[src/rtl/serial_subtractor.sv]
// Bit-serial subtractor: computes a - b - bin LSB first over WIDTH cycles.
// Optional signed-overflow output ovf is enabled by defining SERIAL_SUB_OVF_EN.
module serial_subtractor #(
  parameter int WIDTH = 4
) (
  input  logic             clkout,
  input  logic             rst,
  input  logic [WIDTH-1:0] a,
  input  logic [WIDTH-1:0] b,
  input  logic             bin,
  input  logic             load,
  output logic             ready,
  output logic [WIDTH-1:0] diff,
  output logic             bout,
`ifdef SERIAL_SUB_OVF_EN
  output logic             ovf,
`endif
  output logic             done
);

  typedef enum logic [1:0] {
    IDLE,
    BUSY,
    DONE
  } state_t;

  localparam logic [WIDTH-1:0] LAST = (WIDTH)'(WIDTH - 1);

  state_t           state;
  state_t           nstate;
  logic [WIDTH-1:0] ra;
  logic [WIDTH-1:0] rb;
  logic [WIDTH-1:0] cnt;
  logic             br;
  logic             d;
  logic             nbr;
  logic             last;
  logic             start;

  assign d     = ra[0] ^ rb[0] ^ br;
  assign nbr   = (~ra[0] & rb[0]) | (~(ra[0] ^ rb[0]) & br);
  assign last  = (cnt == LAST);
  assign start = (state == IDLE) && load;

  always_ff @(posedge clkout or negedge rst) begin
    if (!rst) begin
      state <= IDLE;
    end else begin
      state <= nstate;
    end
  end

  always_comb begin
    nstate = state;
    unique case (state)
      IDLE:    nstate = load ? BUSY : IDLE;
      BUSY:    nstate = last ? DONE : BUSY;
      DONE:    nstate = IDLE;
      default: nstate = IDLE;
    endcase
  end

  always_comb begin
    ready = (state == IDLE);
    done  = (state == DONE);
  end

  // Operands shift right so bit 0 is always the current column.
  always_ff @(posedge clkout or negedge rst) begin
    if (!rst) begin
      ra   <= '0;
      rb   <= '0;
      br   <= 1'b0;
      cnt  <= '0;
      diff <= '0;
      bout <= 1'b0;
    end else if (start) begin
      ra   <= a;
      rb   <= b;
      br   <= bin;
      cnt  <= '0;
      diff <= '0;
      bout <= 1'b0;
    end else if (state == BUSY) begin
      ra   <= ra >> 1;
      rb   <= rb >> 1;
      br   <= nbr;
      cnt  <= cnt + 1'b1;
      diff <= {d, diff[WIDTH-1:1]};
      if (last) begin
        bout <= nbr;
      end
    end
  end

`ifdef SERIAL_SUB_OVF_EN
  // Borrow into the MSB column is br while the last bit is processed.
  always_ff @(posedge clkout or negedge rst) begin
    if (!rst) begin
      ovf <= 1'b0;
    end else if (start) begin
      ovf <= 1'b0;
    end else if ((state == BUSY) && last) begin
      ovf <= br ^ nbr;
    end
  end
`endif

endmodule

[config.mk]
export PLATFORM = sky130hd
export DESIGN_NAME = serial_subtractor
export DESIGN_NICKNAME = d
export VERILOG_FILES = /design/src/rtl/serial_subtractor.sv
export SDC_FILE = /design/constraint.sdc
export NUM_CORES = 1
export LEC_CHECK = 0
export ABC_AREA = 0
export BUFFER_PORTS_ARGS = -buffer_cell sky130_fd_sc_hd__buf_2
export CORE_MARGIN = 10
export CORE_UTILIZATION = 47
export CTS_CLUSTER_SIZE = 8
export DETAILED_ROUTE_END_ITERATION = 8
export PLACE_DENSITY = 0.73
export RECOVER_POWER = 100
export SLEW_MARGIN = 5
export SYNTH_ARGS = -nofsm -noshare
export SYNTH_HDL_FRONTEND = slang
export SYNTH_SLANG_ARGS = --single-unit
[constraint.sdc]
create_clock -name clkout -period 1.43 [get_ports clkout]
set_clock_uncertainty 0.2 [all_clocks]
set_input_delay 0.286 -clock clkout [delete_from_list [all_inputs] [get_ports clkout]]
set_output_delay 0.286 -clock clkout [all_outputs]
set_load 0.02 [all_outputs]
# Yosys cells after proc, flatten, opt, wreduce, memory -nomap -nowiden
# Cells that the tools add are included.
[totals] regBits=20
[classes] n_mux=16 eq_ne=3 n_reduce_logical=5 add_sub_neg=1 bitwise=7
[ops] operator="$mux 4" n=8
[ops] operator="$mux 1" n=6
[ops] operator="$add 4x1->4 const B" n=1
[ops] operator="$eq 4x2->1 const B" n=1
[ops] operator="$pmux 2 s2" n=1
[ops] operator="$reduce_bool 2->1" n=2
[ops] operator="$and 1x1->1" n=2
[ops] operator="$eq 2x1->1 const B" n=1
[ops] operator="$eq 2x2->1 const B" n=1
[ops] operator="$logic_not 2->1" n=1
[ops] operator="$mux 2" n=1
[ops] operator="$not 1->1" n=2
[ops] operator="$reduce_and 2->1" n=1
[ops] operator="$xor 1x1->1" n=2
[ops] operator="$logic_and 1x1->1" n=1
[ops] operator="$or 1x1->1" n=1

# Logic depth before layout (Yosys ltp)
# Gate-level depths: netlist of the first run.
[logic_depth] ltp_word=7 mapped_depth=6

# Worst setup path after synthesis of the first run
# No wires, ideal clock.
[synth_timing] path_type="reg2reg" from="register cnt[0]" to="register bout" stages_incl_launch_ff=5 required_time_ps=1161 synth_period_minus_slack_ps=1543 setup_time_ps=69 slack_ps=-113 path_buffers=0 t_arrival_ps=1274 cell_sequence="dfrtp_1 ha_1 or3b_1 or3_1 nand3_1"
[synth_via] elab_chain_len=3
[synth_lines] element="start: declaration" line="33" source="logic [WIDTH-1:0] cnt;"
[synth_lines] element="start signal: assignment" line="88" source="cnt <= cnt + 1'b1;"
[synth_lines] element="$eq 4x2->1" line="42" source="assign last = (cnt == LAST);"
[synth_lines] element="$reduce_bool 2->1 (no source line)"
[synth_lines] element="$reduce_and 2->1 (no source line)"
[synth_lines] element="end signal: assignment" line="91" source="bout <= nbr;"
[synth_lines] element="end: declaration" line="14" source="output logic bout,"
# No other way between the ends.
# A chain may end at the register's enable or synchronous reset.

# Worst setup path in the final report of the first run
[layout_timing] from="register state[0]" to="output done"
[layout_via] elab_chain_len=1
[layout_lines] element="start: declaration" line="29" source="state_t state;"
[layout_lines] element="start signal: assignment" line="49" source="state <= nstate;"
[layout_lines] element="$eq 2x2->1" line="65" source="done = (state == DONE);"
[layout_lines] element="end: declaration" line="18" source="output logic done"
# No other way between the ends.

==> impl_metrics.csv, run 1 <==
group,metric,value,unit
yosys,mappedNetlistArea,926,um^2
sta,finalWorstSetupSlack,-0.211,ns
sta,tns,-2.37,ns
critical_path,slowest_stage,"dfrtp_1",
drt,dr.pass1.iters,4,
cells_and_area,stdcell_count,164,
clock_tree,cts_num_sinks,20,
critical_path,cp_common_cell,"buf_6",
cells_and_area,nets,155,
drt,antenna_left,0,
grt,first_global_vias,855,
yosys,seq_area_frac_synth,54.1,%
clock_tree,clock_latency,0.30,ns
sta,finalCriticalPeriod,1.64,ns
cells_and_area,mostFrequentLayoutCells,"30 x nand2_1, 20 x dfrtp_1, 17 x buf_4",
min_path,hold_depth,3,
critical_path,path_cells,"buf_6 > and2b_2 > buf_6",
power,peakVddDrop,1.12,mV
sta,fin_hold_ws,0.00220,ns
sta,drv_slew,0,
cells_and_area,num-fill-cells,148,
cells_and_area,post-route-util,73.8,%
yosys,synth-async-reset-ratio,100,%
sta,hold_violations,0,
power,power_density,2180,nW/um^2
grt,grt_busiest_layer,"met2",
grt,antenna_found_initial,0,
yosys,syn_nets,111,
critical_path,required,0.94,ns
cells_and_area,multi_input_area,447,um^2
grt,overflow,0,
sta,worst_pin_slew,0.487,ns
yosys,synth_top_family_by_area,"simple AND/OR/NAND/NOR gates",
grt,gr-usage-met1,12.7,%
die,die-area,4150,um^2
sta,finalCritPeriodShare,115,%
critical_path,end_kind,"primary output",
placement,dp_cells,149,
cells_and_area,regArea,500,um^2
yosys,synthFlopType,"dfrtp_1",
sta,maxSlewHeadroom,67.5,%
min_path,min_to,"rb[0]",
critical_path,slowest_delay,0.40,ns
min_path,hold_path.class,"in -> reg",
yosys,ys_seq_elements,20,
clock_tree,root_buffer,"clkbuf_4",
die,chipHeight,64.4,um
grt,grt_pass1_wl,3670,um
cells_and_area,final_common_cell,"nand2_1",
outcome,status,"finished, violations left",
drt,wire_per_inst,14.0,um
grt,grt_util_met3,2.44,%
grt,met2_usage,17.6,%
placement,portBuffers,18,
sta,finalSetupViolations,20,
power,leakage,0.682,nW
critical_path,r2r-start,"state[1]",
critical_path,startpoint_type,"flop",
critical_path,critPathKind,"reg -> out",
die,start_util,51.4,%
drt,drt_iter0_markers,25,
yosys,synth_xor_area_share,0,%
die,fp.dieW,64.4,um
cells_and_area,antennaDiodeCount,0,
grt,grt_util_all_layers,10.6,%
die,design.portCount,19,
grt,grt_max_degree,21,
clock_tree,cts_made_buffers,3,
clock_tree,clock_path_buffers,2,
drt,drc_errors,0,
critical_path,r2r_cells,5,
critical_path,worst-path-max-fanout,3,
min_path,min_from,"b[0]",
yosys,synthMuxAreaShare,1.08,%
job,maxCapViolCount,0,
yosys,synth_cells,97,
critical_path,crit_arrival,1.15,ns
placement,dp_slack,-0.108,ns
drt,wirelength,2300,um
drt,via_count,853,
die,fp-row-count,15,
die,core,1800,um^2
clock_tree,cts_max_level,1,
clock_tree,clk_pin_slew,0.10,ns
critical_path,regToRegSetupSlack,-0.17,ns
placement,post-dp-hpwl,1450,um
yosys,synthSimpleGateAreaFrac,28.2,%
yosys,syn_avg_cell_area,9.55,um^2
cells_and_area,areaGrowthSynthToFinish,43.5,%
outcome,violations,"negative setup slack",
sta,fmax,610,MHz
yosys,ys_types,24,
sta,rsz0062_at_grt,"yes",
yosys,synth_edf_count,0,
cells_and_area,drive_gt1_share,42.4,%
clock_tree,cts_tree,"built",
yosys,yosysWarnings,0,
yosys,synthAdderAreaFrac,3.51,%
placement,gp_congestion,0.778,
yosys,synth_compound_area_share,7.30,%
drt,vias_per_cell,5.20,
critical_path,reg2reg_to,"rb[2]",
[stage by stage]
stage | instance area [um^2] | power [W]
6_report | 1330 | 0.00290
5_1_grt | 1330 | 0.00313
4_1_cts | 1260 | 0.00272
3_5_place_dp | 1120 | 0.00223
3_3_place_gp | 1120 | 0.00221
2_1_floorplan | 943 | 0.00180
[layout make-up]
| type | count | area share, % |
|---|---|---|
| sequential | 20 | 37.7 |
| multi-input combinational | 71 | 33.6 |
| timing repair buffer | 43 | 24.1 |
| tap | 25 | 2.35 |
| clock buffer | 3 | 1.69 |
| inverter | 2 | 0.565 |
[cell usage after synthesis, types with 2 or more instances]
cell type,n,share of area [%]
inv_1,2,0.81
and2b_2,2,1.9
a31oi_1,4,2.7
buf_6,2,2.4
a22oi_1,2,1.6
nand2_1,31,13
nand3_1,10,5.4
nor2_1,7,2.8
dfrtp_1,20,54
or3b_1,2,1.9
o21ai_0,2,1.1
[where the power goes]
part / internal (W) / switching, W / total [W]
registers: 0.000813 / 0.000155 / 0.000968
logic: 0.000833 / 0.000837 / 0.00167
clock network: 0.0000984 / 0.000164 / 0.000263
[timing repair]
action,CTS,global route
resized for setup,18,8
cloned,1,0
hold endpoints to repair,22,0
setup endpoints to repair,15,22
hold buffers,3,0
pin swaps,2,1
buffers inserted,3,5
[per-layer routing]
| metal | up-vias | share of wire (%) |
|---|---|---|
| met1 | 417 | 44 |
| met5 | - | 0 |
| met3 | 3 | 4.9 |
| met2 | 22 | 50 |
| met4 | 0 | 1.3 |
| li1 | 411 | - |
[worst max-delay path: cells and delay by family, from the launching register on]
family                 cells  cell delay, ns
buffers and inverters      2            0.23
AND/OR/NAND/NOR            1            0.21
flip-flops                 1            0.40
[state kept, by name, summed over array words and instances, names as in the netlist]
signal and flops:
cnt 4, rb 4, state 2, ra 4, bout 1, diff 4
br 1
[cells by family (layout without fill, tap and decap cells)]
logic type / after synthesis / in the layout
fa+ha+maj: 2 / 2
simple gates: 57 / 58
mux: 1 / 1
buf+inv: 7 / 48
compound gates: 10 / 10
flops: 20 / 20
[how the worst max path moves through the flow]
stage | start | to | slack (ns)
after floorplan | cnt[0] | bout | -0.11
after global placement | ra[0] | bout | -0.09
after detailed placement | ra[0] | bout | -0.11
after CTS | state[0] | done | -0.20
after global routing | state[0] | done | -0.25
final | state[0] | done | -0.21
(Power assumes the default switching activity.)
==> run 2: changes to the inputs <==
--- a/config.mk
+++ b/config.mk
@@ -5,13 +5,13 @@
 export SDC_FILE = /design/constraint.sdc
 export NUM_CORES = 1
 export LEC_CHECK = 0
-export ABC_AREA = 0
+export ABC_AREA = 1
 export BUFFER_PORTS_ARGS = -buffer_cell sky130_fd_sc_hd__buf_2
 export CORE_MARGIN = 10
 export CORE_UTILIZATION = 47
 export CTS_CLUSTER_SIZE = 8
 export DETAILED_ROUTE_END_ITERATION = 8
-export PLACE_DENSITY = 0.73
+export PLACE_DENSITY = 0.72
 export RECOVER_POWER = 100
 export SLEW_MARGIN = 5
 export SYNTH_ARGS = -nofsm -noshare
==> impl_metrics.csv, run 2 <==
group,metric,value,unit
yosys,yosys-top-cells-area,"dfrtp_1 52%, nand2_1 24%, nand3b_1 3.9%",
clock_tree,clk_pin_slew,0.13,ns
clock_tree,clock_path_buffers,2,
drt,vias_per_cell,4.85,
yosys,synth_cells,118,
clock_tree,clock_latency,0.31,ns
cells_and_area,multi_input_area,417,um^2
yosys,synth.most_common_cell,"nand2_1",
yosys,syn_avg_cell_area,8.14,um^2
clock_tree,cts_made_buffers,3,
yosys,synth_common_cells,"61 x nand2_1, 20 x dfrtp_1, 8 x inv_1, 7 x nand3_1, 5 x nand3b_1",
cells_and_area,drive_gt1_share,29.2,%
die,core,1960,um^2
drt,dr.pass1.iters,4,
outcome,violations,"negative setup slack",
sta,tns,-0.327,ns
sta,finalWorstSetupSlack,-0.0721,ns
yosys,synthFlopType,"dfrtp_1",
drt,antenna_left,0,
die,fp-row-count,16,
placement,post-dp-hpwl,1570,um
critical_path,startpoint_type,"flop",
die,fp.dieW,65.2,um
job,maxCapViolCount,0,
yosys,synthAdderAreaFrac,3.39,%
sta,finalCriticalPeriod,1.50,ns
yosys,synthMuxAreaShare,0,%
min_path,hold_path.class,"in -> reg",
clock_tree,cts_num_sinks,20,
yosys,ys_types,17,
drt,via_count,878,
cells_and_area,final_cell_area,1300,um^2
critical_path,worst-path-max-fanout,5,
critical_path,crit_arrival,1.02,ns
cells_and_area,antennaDiodeCount,0,
cells_and_area,num-fill-cells,179,
sta,fin_hold_ws,0.0429,ns
grt,grt_pass1_wl,3920,um
sta,drv_slew,0,
critical_path,required,0.94,ns
yosys,yosys.area.top_type,"dfrtp_1",
die,die-area,4250,um^2
critical_path,cp-startpoint,"state[0]",
clock_tree,cts_tree,"built",
outcome,status,"finished, violations left",
sta,worst_pin_slew,0.599,ns
yosys,synth_compound_area_share,2.73,%
grt,overflow,0,
yosys,synthSimpleGateAreaFrac,35.9,%
yosys,synth_top_cell_area_share,52.1,%
clock_tree,root_buffer,"clkbuf_4",
clock_tree,cts_max_level,1,
sta,maxSlewHeadroom,60.1,%
yosys,synth_top_family_by_area,"simple AND/OR/NAND/NOR gates",
drt,wire_per_inst,12.4,um
critical_path,end_kind,"primary output",
critical_path,r2r_cells,3,
placement,dpl_cell_area,1100,um^2
sta,fmax,666,MHz
sta,hold_violations,0,
power,leakage,0.721,nW
drt,wirelength,2240,um
sta,finalSetupViolations,12,
sta,rsz0062_at_grt,"yes",
placement,gp_congestion,0.767,
yosys,synth_xor_area_share,0,%
min_path,hold_depth,3,
drt,drc_errors,0,
sta,finalCritPeriodShare,105,%
yosys,yosysWarnings,0,
critical_path,critPathKind,"reg -> out",
die,design.portCount,19,
yosys,synth_edf_count,0,
min_path,min_from,"bin",
yosys,ys_seq_elements,20,
cells_and_area,areaGrowthSynthToFinish,35.2,%
placement,portBuffers,18,
cells_and_area,regArea,503,um^2
drt,drt_iter0_markers,25,
cells_and_area,mostFrequentLayoutCells,"61 x nand2_1, 18 x dfrtp_1, 13 x buf_2",
power,power_density,2150,nW/um^2
cells_and_area,nets,169,
grt,first_global_vias,935,
grt,grt_max_degree,21,
critical_path,r2r-start,"state[0]",
yosys,syn_nets,132,
yosys,mappedNetlistArea,961,um^2
cells_and_area,final_common_cell,"nand2_1",
die,start_util,49.0,%
yosys,synth-async-reset-ratio,100,%
die,chipHeight,65.2,um
grt,antenna_found_initial,0,
yosys,seq_area_frac_synth,52.1,%
grt,grt_util_all_layers,11.4,%
power,peakVddDrop,1.23,mV
run 2: layer usage:
layer  part of all wire (%)  global-route usage [%]  vias to the layer above  wire length, um
met4                    2.1                    5.35                        0               46
met1                     44                    12.5                      418              990
li1                       -                       -                      433                -
met5                      0                       0                        -                0
met2                     48                    19.5                       21             1080
met3                    5.6                    3.56                        6              126
run 2: final timing paths:
kind	end	slack, ns
max in group asynchronous	state[0]	0.41
hold reg to reg	diff[0]	0.29
min in group asynchronous	diff[1]	0.26
setup reg to reg	ra[0]	-0.04
setup / recovery	done	-0.07
hold / removal	br	0.04
run 2: area by class of cell:
class	instances	area share [%]
repair buffers	35	19.9
clock inverters	1	2.31
flip-flops and latches	20	38.7
multi-input cells	86	32.1
inverters	9	2.60
clock buffers	3	1.73
well taps	27	2.60
run 2: repair_timing:
action	in CTS	in global routing
gates resized for setup	7	6
buffers inserted	7	2
hold buffers	5	0
endpoints found under the hold margin	24	0
pin swaps	5	1
setup endpoints to repair	18	20
cloned	0	0
run 2: where the power goes:
group	switching, W	internal, W
Sequential	0.000169	0.000806
Combinational	0.000727	0.000616
Clock	0.000192	0.000283
Total	0.00109	0.00171
run 2: kinds of logic (layout without fill, tap and decap cells):
group,count (synthesis),after routing
AND/OR/NAND/NOR,80,80
flip-flops,20,20
buffers and inverters,12,48
AO/OA/AOI/OAI,4,4
adder cells (fa/ha/maj),2,2
run 2: per-stage QoR:
step	setup slack (ns)	util (%)	power, W	instances
after CTS	-0.0952	64.5	0.00273	179
after detailed placement	-0.0532	55.9	0.00207	163
after global placement	0.0193	55.9	0.00202	163
after floorplan	0.104	-	0.00173	118
after global routing	-0.137	66.2	0.00303	181
final	-0.0721	66.2	0.00279	181
run 2: critical path, cell delays in order (launching register included):
cell	delay, ns
dfrtp_2	0.48
nor2_2	0.11
buf_6	0.12
